<file path="config.mk">
export PLATFORM = sky130hd
export DESIGN_NAME = ub_sched_addr_gen
export DESIGN_NICKNAME = d
export VERILOG_FILES = /design/src/rtl/ub_sched_addr_gen.sv
export SDC_FILE = /design/constraint.sdc
export NUM_CORES = 2
export LEC_CHECK = 0
export CAP_MARGIN = 30
export CORE_MARGIN = 10
export CORE_UTILIZATION = 34
export DETAILED_ROUTE_END_ITERATION = 6
export PLACE_DENSITY = 0.61
export SLEW_MARGIN = 20
export SYNTH_ARGS = -nofsm -noshare
export SYNTH_HDL_FRONTEND = slang
export SYNTH_SLANG_ARGS = --single-unit
</file>
<file path="constraint.sdc">
create_clock -name i_clk -period 11.8 [get_ports i_clk]
set_input_delay 1.77 -clock i_clk [delete_from_list [all_inputs] [get_ports i_clk]]
set_output_delay 1.77 -clock i_clk [all_outputs]
set_load 0.01 [all_outputs]
</file>
<file path="src/rtl/ub_sched_addr_gen.sv">
// Loop-nest schedule and SRAM address generator for the unified-buffer memtile.
// Optional macro UB_SCHED_GEN_WRAP_EN: restart the nest on exhaustion instead of stopping.
module ub_sched_addr_gen #(
    parameter int unsigned NUM_DIMS = 6,
    parameter int unsigned WIDTH    = 16
) (
    input  logic                      i_clk,
    input  logic                      i_rst,
    input  logic                      i_clk_en,
    input  logic                      i_flush,
    input  logic [3:0]                i_dimensionality,
    input  logic [NUM_DIMS*WIDTH-1:0] i_ranges,
    input  logic [NUM_DIMS*WIDTH-1:0] i_addr_strides,
    input  logic [WIDTH-1:0]          i_addr_start,
    input  logic [NUM_DIMS*WIDTH-1:0] i_sched_strides,
    input  logic [WIDTH-1:0]          i_sched_start,
    output logic                      o_valid_out,
    output logic [WIDTH-1:0]          o_addr_out,
    output logic                      o_done
);

    logic [WIDTH-1:0] r_cyc;
    logic             r_done;
    logic [WIDTH-1:0] r_idx       [NUM_DIMS];
    logic [WIDTH-1:0] r_addr_off  [NUM_DIMS];
    logic [WIDTH-1:0] r_sched_off [NUM_DIMS];
`ifdef UB_SCHED_GEN_WRAP_EN
    logic [WIDTH-1:0] r_sched_base;
`endif

    logic [3:0]       w_dims;
    logic [WIDTH-1:0] w_addr_cur;
    logic [WIDTH-1:0] w_sched_cur;
    logic             w_fire;
    logic             w_exhaust;
    logic [WIDTH-1:0] w_idx_d       [NUM_DIMS];
    logic [WIDTH-1:0] w_addr_off_d  [NUM_DIMS];
    logic [WIDTH-1:0] w_sched_off_d [NUM_DIMS];

    assign w_dims = (i_dimensionality > 4'(NUM_DIMS)) ? 4'(NUM_DIMS) : i_dimensionality;

    // Running address/schedule are the start values plus each dimension's offset accumulator.
    always_comb begin
        w_addr_cur  = i_addr_start;
`ifdef UB_SCHED_GEN_WRAP_EN
        w_sched_cur = i_sched_start + r_sched_base;
`else
        w_sched_cur = i_sched_start;
`endif
        for (int k = 0; k < int'(NUM_DIMS); k++) begin
            w_addr_cur  = w_addr_cur + r_addr_off[k];
            w_sched_cur = w_sched_cur + r_sched_off[k];
        end
    end

    assign w_fire = i_clk_en & ~i_rst & ~i_flush & ~r_done & (w_dims != 4'd0)
                  & (r_cyc >= w_sched_cur);

    assign o_valid_out = w_fire;
    assign o_addr_out  = w_addr_cur;
    assign o_done      = r_done;

    // Odometer step; inactive dimensions pass the carry through untouched.
    always_comb begin
        logic             carry;
        logic [WIDTH-1:0] rng_last;
        carry = w_fire;
        for (int k = 0; k < int'(NUM_DIMS); k++) begin
            w_idx_d[k]       = r_idx[k];
            w_addr_off_d[k]  = r_addr_off[k];
            w_sched_off_d[k] = r_sched_off[k];
            rng_last = (i_ranges[k*WIDTH +: WIDTH] == '0) ? '0
                                                           : i_ranges[k*WIDTH +: WIDTH] - 1'b1;
            if (carry && (k < int'(w_dims))) begin
                if (r_idx[k] == rng_last) begin
                    w_idx_d[k]       = '0;
                    w_addr_off_d[k]  = '0;
                    w_sched_off_d[k] = '0;
                end else begin
                    w_idx_d[k]       = r_idx[k] + 1'b1;
                    w_addr_off_d[k]  = r_addr_off[k] + i_addr_strides[k*WIDTH +: WIDTH];
                    w_sched_off_d[k] = r_sched_off[k] + i_sched_strides[k*WIDTH +: WIDTH];
                    carry            = 1'b0;
                end
            end
        end
        w_exhaust = carry;
    end

    always_ff @(posedge i_clk or posedge i_rst) begin
        if (i_rst) begin
            r_cyc       <= '0;
            r_done      <= 1'b0;
            r_idx       <= '{default: '0};
            r_addr_off  <= '{default: '0};
            r_sched_off <= '{default: '0};
`ifdef UB_SCHED_GEN_WRAP_EN
            r_sched_base <= '0;
`endif
        end else if (i_flush) begin
            r_cyc       <= '0;
            r_done      <= 1'b0;
            r_idx       <= '{default: '0};
            r_addr_off  <= '{default: '0};
            r_sched_off <= '{default: '0};
`ifdef UB_SCHED_GEN_WRAP_EN
            r_sched_base <= '0;
`endif
        end else if (i_clk_en) begin
            if (r_cyc != '1) begin
                r_cyc <= r_cyc + 1'b1;
            end
            r_idx       <= w_idx_d;
            r_addr_off  <= w_addr_off_d;
            r_sched_off <= w_sched_off_d;
`ifdef UB_SCHED_GEN_WRAP_EN
            // Indices are already all zero after a full carry; only the time base moves.
            if (w_exhaust) begin
                r_sched_base <= r_cyc + 1'b1;
            end
            r_done <= w_exhaust;
`else
            if (w_exhaust) begin
                r_done <= 1'b1;
            end
`endif
        end
    end

endmodule

</file>
==> flow_summary.toml <==
[synth]
syn_nets = 4238
synth-seq-area-share = 0.253
synth_top_area_share = 0.253
ys_types = 91
synth_seq_cells = 305
synth_flop_cell = "dfrtp_1"
netlist_top_cells_area = "dfrtp_1 (25%), fa_1 (10%), ha_1 (10%)"
syn_area_um2 = 30200
synthTopCellsByCount = "inv_1 (330), nand2_1 (317), dfrtp_1 (305), o21ai_0 (261), ha_1 (243)"
syn_inst = 3511
synth_edf_count = 0
synth.most_common_cell = "inv_1"
avgSynthCellArea_um2 = 8.59
yosys_warnings = 0
yosysTopAreaCell = "dfrtp_1"
synth-async-reset-ratio = 1.00

[clock_network]
cts_root_buffer = "clkbuf_16"
hold_buffers = 0
clk_pin_slew_ns = 0.06
cts.sinks = 305
clock_path_buffers = 3
cts_buffers = 40
cts-htree-levels = 2
tritoncts = "built"
clock_latency_ns = 0.57
ctsResizeCount = 0
cts_setup_buffers = 0

[timing]
setup_tns_ns = 0
rsz0062_at_grt = "no"
fin_crit_sh = 0.886
fin_crit_ns = 10.46
slew_violations = 0
worst_pin_slew_ns = 1.11
setup_viol = 0
worst_slack_ns = 1.34
finalHoldViolations = 0
max_freq_mhz = 95.6
relSlewSlack = 0.259
fin_worst_skew_ns = 0.0258

[worst_setup_path]
r2r_setup_slack_ns = 3.15
required_ns = 10.03
path_class = "primary input to output port"
ff2ff_path_depth = 30
r2r_end = "o_done"
cp-start-kind = "primary input"
worst_setup_path_end_kind = "output port"
path_max_fanout = 8
r2r_start = "r_sched_off[3]"
arrival_ns = 8.69

[routing]
antenna_left = 0
drtIter0Drc = 1829
drt_pass1_iterations = 7
wirelength_um = 98200
viasPerCell = 5.30
wl_per_cell_um = 19.6
drc_errors = 2
vias = 26573

[power]
p_leak_nw = 16.0
peakVddDrop_mv = 0.0872
powerDensity_nw_per_um2 = 75.6

[floorplan]
start_util = 0.342
die_h_um = 318
die-area_um2 = 101000
coreArea_um2 = 88200
die_w_um = 318
io_pins = 346
rows = 109

[global_routing]
antenna_found_initial = 12
grt_usage = 0.189
grt_overflow = 0
grt_pass1_wl_um = 152000
grt_pass1_vias = 25882
grt_max_degree = 152

[finish]
fill_cells = 8815
multi_input_area_um2 = 20900
layout.nets = 4539
regArea_um2 = 7630
syn2layout_area_growth_pct = 20.1
final_layout_size_suffix_gt1_frac = 0.0450

[hold_path]
hold_end = "r_sched_off[91]"
hold_depth = 2
hold_class = "flip-flop to flip-flop"
worstHoldStart = "r_sched_off[91]"

[placement]
port_buffers = 345
hpwl_um = 79100
routabilityCongestion = 0.888
pre_cts_ws_ns = 1.20

[outcome]
status = "complete, but fails checks"
violations = "design-rule violations"

[job]
drv_cap = 0
## area by class of cell
cell class                 instances  share of cell area
clock buffer                      57              0.0325
timing repair buffer             368               0.101
tap                             1165              0.0402
clock inverter                    15             0.00380
inverter                         330              0.0344
sequential                       305               0.211
multi-input combinational       2767               0.577
antenna                            6            0.000414
## registers in the layout, indices dropped and copies added (netlist names)
name	cells
r_addr_off	96
r_sched_off	96
r_idx	96
r_cyc	16
o_done	1
## worst max-delay path: stages
cell,delay (ns)
clkdlybuf4s50_1,0.46
inv_1,0.08
fa_1,0.54
inv_1,0.05
fa_1,0.50
fa_1,0.55
inv_1,0.05
fa_1,0.50
inv_1,0.05
ha_1,0.33
nor2b_1,0.14
o21ai_0,0.21
a21boi_0,0.13
o21ai_0,0.23
a21oi_1,0.11
o21ai_0,0.24
a21oi_1,0.13
o41ai_1,0.51
mux2i_1,0.24
nand4_1,0.10
ha_1,0.31
nand4_1,0.10
nor2_1,0.12
nor2_1,0.04
a21oi_1,0.15
o221a_2,0.36
clkdlybuf4s50_1,0.66
## per-layer routing
| metal | vias to the layer above | global-route usage | wire [um] |
|---|---|---|---|
| met2 | 595 | 0.316 | 46800 |
| met4 | 8 | 0.0523 | 2430 |
| met1 | 12750 | 0.248 | 44000 |
| met5 | - | 0 | 47 |
| met3 | 110 | 0.0307 | 4900 |
| li1 | 13110 | - | - |
## layout by cell type, fill, tap and decap left out, drive strengths merged, types with 55 or more instances in the layout
cell           count
nor2             180
o21ai            314
clkbuf            58
nand2            319
nand3            123
xnor2            160
a22o              55
ha               243
a21o              69
and3              65
a21oi            172
inv              332
fa               156
clkdlybuf4s50    344
xor2             156
nor3             112
dfrtp            305
## stage by stage
step	total power [mW]	util	area (um^2)	cells	hold WS, ns
4_1_cts	2.77	0.410	36200	5004	0.519
3_3_place_gp	1.50	0.395	34800	4931	0.494
6_report	2.74	0.411	36200	5013	0.510
2_1_floorplan	1.28	-	30200	3511	0.467
3_5_place_dp	1.51	0.395	34900	4932	0.506
5_1_grt	2.86	0.411	36200	5011	0.542
## cell families (layout without fill, tap and decap cells)
logic type	count (synthesis)	in the layout	share of synthesized area
simple gates	1133	1133	0.193
xor+xnor	318	318	0.0933
buf+inv	439	770	0.0575
mux	22	22	0.00751
fa+ha+maj	399	399	0.204
other cells	0	6	0
flops	305	305	0.253
compound gates	895	895	0.191
## power by group
part	internal (mW)	switching, mW
Combinational	0.207	0.233
Sequential	1.05	0.00121
Clock	0.737	0.513
Total	1.99	0.748
## how the worst max path moves through the flow
stage | cells after the start | slack, ns | from | end
floorplan | 1 | 1.60 | i_rst | o_done
global placement | 31 | 1.26 | i_sched_start[3] | o_done
detailed placement | 31 | 1.20 | i_sched_start[3] | o_done
CTS | 27 | 1.37 | i_sched_start[3] | o_valid_out
global route | 27 | 0.89 | i_sched_start[3] | o_valid_out
finish | 27 | 1.34 | i_sched_start[3] | o_valid_out
No activity file was read; power rests on OpenSTA's default activity.
